$ cat config.mk
export PLATFORM = sky130hd
export DESIGN_NAME = uart_transmitter_flat
export DESIGN_NICKNAME = d
export VERILOG_FILES = /design/src/rtl/uart_transmitter_pkg.sv /design/src/rtl/uart_transmitter_if.sv /design/src/rtl/uart_tx_fifo.sv /design/src/rtl/uart_transmitter.sv /design/src/flat_wrapper.sv
export SDC_FILE = /design/constraint.sdc
export NUM_CORES = 1
export LEC_CHECK = 0
export BUFFER_PORTS_ARGS = -buffer_cell sky130_fd_sc_hd__buf_2
export CAP_MARGIN = 10
export CELL_PAD_IN_SITES_DETAIL_PLACEMENT = 0
export CELL_PAD_IN_SITES_GLOBAL_PLACEMENT = 1
export CORE_ASPECT_RATIO = 1.1
export CORE_MARGIN = 8
export CORE_UTILIZATION = 53
export DETAILED_ROUTE_END_ITERATION = 6
export GPL_TIMING_DRIVEN = 0
export PLACE_DENSITY_LB_ADDON = 0.1
export SYNTH_ARGS = -nofsm -noshare
export SYNTH_HDL_FRONTEND = slang
export SYNTH_SLANG_ARGS = --single-unit
$ cat constraint.sdc
create_clock -name CLK -period 4.5 [get_ports CLK]
set_input_delay 1.125 -clock CLK [delete_from_list [all_inputs] [get_ports CLK]]
set_output_delay 1.125 -clock CLK [all_outputs]
set_load 0.05 [all_outputs]
$ cat src/rtl/uart_transmitter_pkg.sv
// Shared definitions for the UART transmit path: FSM encoding, frame constants
// and the cycles-per-bit calculation that the receiver side reuses.
package uart_transmitter_pkg;

    typedef enum logic [1:0] {
        IDLE  = 2'd0,
        START = 2'd1,
        DATA  = 2'd2,
        STOP  = 2'd3
    } tx_state_t;

    localparam int DATA_BITS = 8;

    // Integer truncation is deliberate: a clock that is not an exact multiple
    // of the baud rate rounds the bit period down.
    function automatic int symbol_edge_time(input int clock_freq, input int baud_rate);
        return clock_freq / baud_rate;
    endfunction

    function automatic int counter_width(input int n);
        return (n > 1) ? $clog2(n) : 1;
    endfunction

endpackage

$ cat src/rtl/uart_transmitter_if.sv
// Byte handshake between the datapath store path and the UART transmitter.
interface uart_transmitter_if;
    logic [7:0] DataIn;
    logic       DataInValid;
    logic       DataInReady;

    modport master (output DataIn, output DataInValid, input DataInReady);
    modport slave  (input DataIn, input DataInValid, output DataInReady);
endinterface

$ cat src/rtl/uart_tx_fifo.sv
// Circular byte FIFO with an extra pointer MSB to tell full from empty.
module uart_tx_fifo #(
    parameter int FIFO_DEPTH = 4
) (
    input  logic                        CLK,
    input  logic                        reset_n,
    input  logic                        push,
    input  logic                        pop,
    input  logic [7:0]                  din,
    output logic [7:0]                  dout,
    output logic                        full,
    output logic                        empty,
    output logic [$clog2(FIFO_DEPTH):0] count
);
    localparam int AW = $clog2(FIFO_DEPTH);

    logic [7:0]  mem [FIFO_DEPTH];
    logic [AW:0] wr_ptr_reg;
    logic [AW:0] rd_ptr_reg;
    logic        push_ok;
    logic        pop_ok;

    // A push while full is refused even if a pop frees a slot on the same edge.
    assign push_ok = push && !full;
    assign pop_ok  = pop && !empty;

    assign empty = (wr_ptr_reg == rd_ptr_reg);
    assign full  = (wr_ptr_reg[AW] != rd_ptr_reg[AW]) &&
                   (wr_ptr_reg[AW-1:0] == rd_ptr_reg[AW-1:0]);
    assign count = wr_ptr_reg - rd_ptr_reg;
    assign dout  = mem[rd_ptr_reg[AW-1:0]];

    always_ff @(posedge CLK) begin
        if (push_ok) begin
            mem[wr_ptr_reg[AW-1:0]] <= din;
        end
    end

    always_ff @(posedge CLK or negedge reset_n) begin
        if (!reset_n) begin
            wr_ptr_reg <= '0;
            rd_ptr_reg <= '0;
        end else begin
            if (push_ok) wr_ptr_reg <= wr_ptr_reg + 1'b1;
            if (pop_ok)  rd_ptr_reg <= rd_ptr_reg + 1'b1;
        end
    end

endmodule

$ cat src/rtl/uart_transmitter.sv
// Buffered 8N1 serial transmitter: bytes queue in a small FIFO and are sent
// LSB first on SOut, back to back when the queue stays non-empty.
module uart_transmitter
    import uart_transmitter_pkg::*;
#(
    parameter int CLOCK_FREQ = 50_000_000,
    parameter int BAUD_RATE  = 115_200,
    parameter int FIFO_DEPTH = 4
) (
    input  logic                        CLK,
    input  logic                        reset_n,
    uart_transmitter_if.slave           tx_if,
    output logic                        SOut,
    output logic                        Busy,
    output logic [$clog2(FIFO_DEPTH):0] Count
);
    localparam int SYMBOL_EDGE_TIME = symbol_edge_time(CLOCK_FREQ, BAUD_RATE);
    localparam int CNT_W            = counter_width(SYMBOL_EDGE_TIME);
    localparam logic [CNT_W-1:0] CNT_LAST = CNT_W'(SYMBOL_EDGE_TIME - 1);
    localparam logic [2:0]       BIT_LAST = 3'(DATA_BITS - 1);

    tx_state_t        state_reg, state_next;
    logic [CNT_W-1:0] baud_cnt_reg, baud_cnt_next;
    logic [2:0]       bit_idx_reg, bit_idx_next;
    logic [7:0]       shift_reg, shift_next;
    logic             sout_reg, sout_next;

    logic       fifo_pop;
    logic       fifo_full;
    logic       fifo_empty;
    logic [7:0] fifo_dout;
    logic       symbol_done;

    assign tx_if.DataInReady = !fifo_full && reset_n;

    uart_tx_fifo #(.FIFO_DEPTH(FIFO_DEPTH)) u_fifo (
        .CLK     (CLK),
        .reset_n (reset_n),
        .push    (tx_if.DataInValid && tx_if.DataInReady),
        .pop     (fifo_pop),
        .din     (tx_if.DataIn),
        .dout    (fifo_dout),
        .full    (fifo_full),
        .empty   (fifo_empty),
        .count   (Count)
    );

    assign symbol_done = (baud_cnt_reg == CNT_LAST);

    always_comb begin
        state_next    = state_reg;
        baud_cnt_next = baud_cnt_reg;
        bit_idx_next  = bit_idx_reg;
        shift_next    = shift_reg;
        fifo_pop      = 1'b0;

        if (state_reg != IDLE) begin
            baud_cnt_next = symbol_done ? '0 : baud_cnt_reg + 1'b1;
        end

        unique case (state_reg)
            IDLE: begin
                if (!fifo_empty) begin
                    fifo_pop      = 1'b1;
                    shift_next    = fifo_dout;
                    baud_cnt_next = '0;
                    state_next    = START;
                end
            end
            START: begin
                if (symbol_done) begin
                    bit_idx_next = '0;
                    state_next   = DATA;
                end
            end
            DATA: begin
                if (symbol_done) begin
                    shift_next = {1'b0, shift_reg[7:1]};
                    if (bit_idx_reg == BIT_LAST) state_next = STOP;
                    else bit_idx_next = bit_idx_reg + 1'b1;
                end
            end
            STOP: begin
                // Chaining straight into the next start bit keeps frames gap-free.
                if (symbol_done) begin
                    if (!fifo_empty) begin
                        fifo_pop   = 1'b1;
                        shift_next = fifo_dout;
                        state_next = START;
                    end else begin
                        state_next = IDLE;
                    end
                end
            end
            default: state_next = IDLE;
        endcase

        // SOut is registered from the state being entered, so it changes only on the edge.
        unique case (state_next)
            START:   sout_next = 1'b0;
            DATA:    sout_next = shift_next[0];
            default: sout_next = 1'b1;
        endcase
    end

    always_ff @(posedge CLK or negedge reset_n) begin
        if (!reset_n) begin
            state_reg    <= IDLE;
            baud_cnt_reg <= '0;
            bit_idx_reg  <= '0;
            shift_reg    <= '0;
            sout_reg     <= 1'b1;
        end else begin
            state_reg    <= state_next;
            baud_cnt_reg <= baud_cnt_next;
            bit_idx_reg  <= bit_idx_next;
            shift_reg    <= shift_next;
            sout_reg     <= sout_next;
        end
    end

    assign SOut = sout_reg;
    assign Busy = (state_reg != IDLE) || (Count != '0);

endmodule

$ cat src/flat_wrapper.sv
// flat-port wrapper written by rule: the top's interface ports become plain ports
module uart_transmitter_flat import uart_transmitter_pkg::*;
#(
    parameter int CLOCK_FREQ = 50_000_000,
    parameter int BAUD_RATE  = 115_200,
    parameter int FIFO_DEPTH = 4
)
  (CLK, reset_n, SOut, Busy, Count, tx_if_DataIn, tx_if_DataInValid, tx_if_DataInReady);
  uart_transmitter_if tx_if_i ();
  input  logic CLK;
  input  logic reset_n;
  output logic SOut;
  output logic Busy;
  output logic [$clog2(FIFO_DEPTH):0] Count;
  input wire logic [$bits(tx_if_i.DataIn)-1:0] tx_if_DataIn;
  input wire logic [$bits(tx_if_i.DataInValid)-1:0] tx_if_DataInValid;
  output wire logic [$bits(tx_if_i.DataInReady)-1:0] tx_if_DataInReady;
  assign tx_if_i.DataIn = tx_if_DataIn;
  assign tx_if_i.DataInValid = tx_if_DataInValid;
  assign tx_if_DataInReady = tx_if_i.DataInReady;
  uart_transmitter #(.CLOCK_FREQ(CLOCK_FREQ), .BAUD_RATE(BAUD_RATE), .FIFO_DEPTH(FIFO_DEPTH)) u_core (.CLK(CLK), .reset_n(reset_n), .tx_if(tx_if_i), .SOut(SOut), .Busy(Busy), .Count(Count));
endmodule
After elaboration in Yosys (flattened, before gate mapping)
Memory sizes are Yosys's and may differ from the RTL's.
Cells that the tools add are included.

operators by class
  reductions and logical operators = 15
  multiplexer cells = 25
  div/mod/pow operators = 0
  shift-type cells = 0
  bitwise logic cells = 0
  $mul = 0
  magnitude comparators = 0
  $add $sub $neg = 5
  equality and inequality tests = 14

operators by type and width
  kind                                                   number
  two-way mux 9 bit                                      4
  two-way mux 8 bit                                      3
  one-hot mux 8 bit (3 select lines)                     1
  two-way mux 2 bit                                      5
  adder 3 x 1 -> 3 bit, second input constant            3
  adder 9 x 1 -> 9 bit, second input constant            1
  equality test 9 bit, second input constant             1
  two-way mux 3 bit                                      3
  one-hot mux 2 bit (4 select lines)                     1
  equality test 2 bit, second input constant             3
  inequality test 2 x 1 -> 1 bit, second input constant  3
  one-hot mux 3 bit (2 select lines)                     1
  nonzero test 3 bit                                     2
  logical AND 1 bit                                      5
  two-way mux 1 bit                                      5
  equality test 2 x 1 -> 1 bit, second input constant    2
  one-hot mux 1 bit (2 select lines)                     2
  AND reduction 4 bit                                    1
  nonzero test 2 bit                                     2
  equality test 3 bit                                    1
  equality test 3 bit, second input constant             1
  AND reduction 3 bit                                    1
  subtractor 3 bit                                       1
  equality test 2 bit                                    1
  5 further kinds                                        6

word-level totals
  memories kept = 1
  output and inout port bits = 6
  word-level logic and storage cells = 68
  bits in registers = 29
  ROM bits = 0
  memory bits (writable) = 32
  input bits = 11
  latch bits = 0

memory list
  name               words  width  read ports  clocked after memory_dff  wr ports  RTL line            text
  u_core.u_fifo.mem  4      8      1           0                         1         uart_tx_fifo.sv:17  logic [7:0] mem [FIFO_DEPTH];

Logic depth before layout (Yosys ltp)
  depth in word-level cells = 8
  mapped depth = 9
  mapped depth without buffers = 8

Cells and area by module
From an unflattened synthesis, not the netlist that was laid out.

unflattened totals
  cell total of the unflattened synthesis = 227
  area, all modules = 3007.9 sq um

modules (own cells, without submodules)
  module            sequential area each (sq um)  instances  cells each  area each (sq um)
  uart_tx_fifo      1111.1                        1          87          1611.5
  uart_transmitter  576.8                         1          140         1396.3

Worst setup path after synthesis
OpenSTA, ideal clock, no wires.

  kind = reg2out
  start = register u_core.u_fifo.wr_ptr_reg[0]
  end = output port Busy
  arrival time = 2426 ps
  stages on the path, launching flop included = 6
  slack = 949 ps
  path buffers = 0
  data required time = 3375 ps
  cells stage by stage = dfrtp_1 > inv_1 > ha_1 > fa_1 > xnor2_1 > or4_1

between the ends
  cells in the longest elaborated chain, start to end = 3

RTL lines
  element                 RTL line                 text
  from (decl)             uart_tx_fifo.sv:18       logic [AW:0] wr_ptr_reg;
  from (signal assigned)  uart_tx_fifo.sv:44       if (push_ok) wr_ptr_reg <= wr_ptr_reg + 1'b1;
  subtractor 3 bit        uart_tx_fifo.sv:30       assign count = wr_ptr_reg - rd_ptr_reg;
  named net Count[2]      flat_wrapper.sv:14       output logic [$clog2(FIFO_DEPTH):0] Count;
  nonzero test 3 bit      uart_transmitter.sv:123  assign Busy = (state_reg != IDLE) || (Count != '0);
  logical OR 1 bit        uart_transmitter.sv:123
  to (decl)               flat_wrapper.sv:13       output logic Busy;

The timed path passes the listed nets, and every way through them passes these cells.

Final worst setup path
  start = register u_core.u_fifo.wr_ptr_reg[0]
  end = output port Busy

between the ends
  cells in the longest elaborated chain, start to end = 3

RTL lines
  element             RTL line
  subtractor 3 bit    uart_tx_fifo.sv:30
  nonzero test 3 bit  uart_transmitter.sv:123
  logical OR 1 bit    uart_transmitter.sv:123

No other way between the ends.

==> results.sh <==
export IMPL_tightest_slew_ns=0.714
export IMPL_drc=0
export IMPL_synth_distinct_cells=46
export IMPL_die_h_microns=94.5
export IMPL_setup_violations=0
export IMPL_die_w_microns=87.4
export IMPL_root_buffer="clkbuf_8"
export IMPL_syn_inst=239
export IMPL_start_kind="flip-flop"
export IMPL_hold_viol=0
export IMPL_syn_cell_area_sq_um=2970
export IMPL_crit_slowest_cell="or4_1"
export IMPL_dpl_hpwl_microns=3700
export IMPL_cts_hold_buf=0
export IMPL_antenna_cells=0
export IMPL_max_stage_delay_ns=0.50
export IMPL_period_share_pct=76.7
export IMPL_cpMostUsedCell="inv_1"
export IMPL_layout_cells_most_common="nand2_1"
export IMPL_cts_made_buffers=9
export IMPL_maxCapViolCount=0
export IMPL_postSynthAreaPerCell_sq_um=12.4
export IMPL_yosys_warnings=0
export IMPL_io_buffers=16
export IMPL_overflow=0
export IMPL_post_layout_total_power_mw=2.22
export IMPL_hp_class="flip-flop to flip-flop"
export IMPL_drt_wl_total_microns=5420
export IMPL_ys_ff_latch=61
export IMPL_grt_pass1_vias=1952
export IMPL_antenna_found_initial=0
export IMPL_post_cts_setup_buffer_count=0
export IMPL_postRouteAntennaNets=0
export IMPL_hold_start="u_core.u_fifo.wr_ptr_reg[2]$_DFFE_PN0P_"
export IMPL_cp_max_fo=4
export IMPL_r2r_end="u_core.shift_reg[6]$_DFFE_PN0P_"
export IMPL_crit_arrival_ns=2.32
export IMPL_track_usage_pct=15.0
export IMPL_status="completed"
export IMPL_async_flop_share_pct=47.5
export IMPL_rsz0062_at_grt="no"
export IMPL_nNetsFinal=294
export IMPL_fp_row_count=28
export IMPL_areaGrowthSynthToFinish_pct=12.6
export IMPL_end_kind="output pin"
export IMPL_clkSlewWorstSetupHoldPaths_ns=0.07
export IMPL_grt_pass1_wl_microns=9400
export IMPL_whs_path_depth=1
export IMPL_relSlewSlack_pct=52.4
export IMPL_worstReg2RegStart="u_core.u_fifo.rd_ptr_reg[1]$_DFFE_PN0P_"
export IMPL_via_per_inst=5.51
export IMPL_cts_path_max_buffers=2
export IMPL_vdd_drop_max_v=0.000420
export IMPL_fin_worst_skew_ns=0.0130
export IMPL_powerDensity_nw_per_um2=664
export IMPL_finalMaxSlewViolations=0
export IMPL_first_pass_iters=4
export IMPL_largest_reg_flops=32
export IMPL_fin_crit_ns=3.45
export IMPL_crit_family="adder cells"
export IMPL_cts_sinks=61
export IMPL_layout_drive_gt1_share_pct=18.8
export IMPL_dieArea_sq_um=8260
export IMPL_cp_buffers_inverters=3
export IMPL_cts_tree="yes"
export IMPL_initial_core_util_pct=55.1
export IMPL_regToRegSetupSlack_ns=1.89
export IMPL_wl_per_cell_microns=15.7
export IMPL_syn_num_nets=267
export IMPL_synth_edff_count=32
export IMPL_crit_type="flip-flop to output pin"
export IMPL_vias=1905
export IMPL_io_pins=17
export IMPL_setup_tns_ns=0
export IMPL_synth_top_flop_cell="edfxtp_1"
export IMPL_max_freq_mhz=290
export IMPL_place_congestion=0.810
export IMPL_path_cells="inv_1 -> ha_1 -> fa_1 -> inv_1 -> or4_1 -> buf_2"
export IMPL_grt_max_degree=31
export IMPL_hold_end="u_core.u_fifo.wr_ptr_reg[2]$_DFFE_PN0P_"
export IMPL_drt_initial_drc_count=134
export IMPL_yosysSeqAreaShare_pct=56.8
export IMPL_ctsResizeCount=0
export IMPL_p_leak_nw=1.34
export IMPL_required_ns=3.38
export IMPL_mostFrequentLayoutCells="nand2_1, edfxtp_1, dfrtp_1"
export IMPL_clock_latency_ns=0.34
export IMPL_htreeDepth=3
export IMPL_coreArea_sq_um=5400
export IMPL_fillerInstances=439
export IMPL_rr_worst_depth=9
## cells in the mapped netlist (all sizes together), types with 3 or more instances
cell | number | area (sq um)
a21oi | 13 | 68.8
a22o | 3 | 26.3
a31oi | 6 | 37.5
and3 | 6 | 37.5
buf | 5 | 28.8
clkbuf | 4 | 15.0
dfrtp | 28 | 701
edfxtp | 32 | 961
ha | 16 | 200
inv | 13 | 48.8
mux4 | 8 | 180
nand2 | 33 | 124
nand3 | 3 | 15.0
nand4 | 4 | 25.0
nor2 | 13 | 51.3
nor3 | 3 | 31.3
o21ai | 7 | 35.0
o31a | 3 | 26.3
o31ai | 8 | 60.1
xnor2 | 6 | 52.6
xor2 | 5 | 43.8
## metal layers
| layer | GRT usage [%] | up-vias | wire length, microns |
|---|---|---|---|
| li1 | - | 934 | - |
| met1 | 18.2 | 930 | 2360 |
| met2 | 24.5 | 33 | 2760 |
| met3 | 4.43 | 8 | 212 |
| met4 | 6.46 | 0 | 82 |
| met5 | 0 | - | 0 |
## metrics by stage
stage / worst slack [ns] / std cells / util [%] / instance area, sq um / hold WS (ns)
detailed placement: 1.03 / 330 / 58.3 / 3140 / 0.482
CTS: 1.02 / 346 / 62.0 / 3340 / 0.495
floorplan: 0.949 / 239 / - / 2970 / 0.462
global route: 0.939 / 346 / 62.0 / 3340 / 0.517
global placement: 1.03 / 330 / 58.3 / 3140 / 0.478
finish: 1.05 / 346 / 62.0 / 3340 / 0.492
## power breakdown
| group | total, mW | switching, mW | leakage [nW] | internal, mW |
|---|---|---|---|---|
| registers | 0.770 | 0.0706 | 0.671 | 0.699 |
| clock network | 0.486 | 0.227 | 0.0931 | 0.259 |
| logic | 0.965 | 0.630 | 0.576 | 0.336 |
| total | 2.22 | 0.928 | 1.34 | 1.29 |
## cells by family after synthesis
family / synth area share (%)
xor+xnor: 3.24
flops: 56.8
simple gates: 11.8
fa+ha+maj: 7.41
mux: 6.44
buf+inv: 3.12
compound gates: 11.1
## worst max path at each step
stage                                             from           endpoint  cells past startpoint
4_1_cts        u_core.u_fifo.wr_ptr_reg[0]$_DFFE_PN0P_               Busy                      6
5_1_grt        u_core.u_fifo.wr_ptr_reg[0]$_DFFE_PN0P_               Busy                      6
3_3_place_gp                                   reset_n  tx_if_DataInReady                      3
6_report       u_core.u_fifo.wr_ptr_reg[0]$_DFFE_PN0P_               Busy                      6
2_1_floorplan  u_core.u_fifo.wr_ptr_reg[0]$_DFFE_PN0P_               Busy                      5
3_5_place_dp                                   reset_n  tx_if_DataInReady                      3
## layout make-up
class	instances	area, sq um	area share, %
clock buffers	10	128	3.82
clock inverters	6	71.3	2.13
repair buffers	16	80.1	2.40
flip-flops and latches	61	1690	50.5
well taps	75	93.8	2.81
multi-input cells	156	1190	35.6
plain buffers	9	43.8	1.31
inverters	13	48.8	1.46
(Power assumes the default switching activity.)
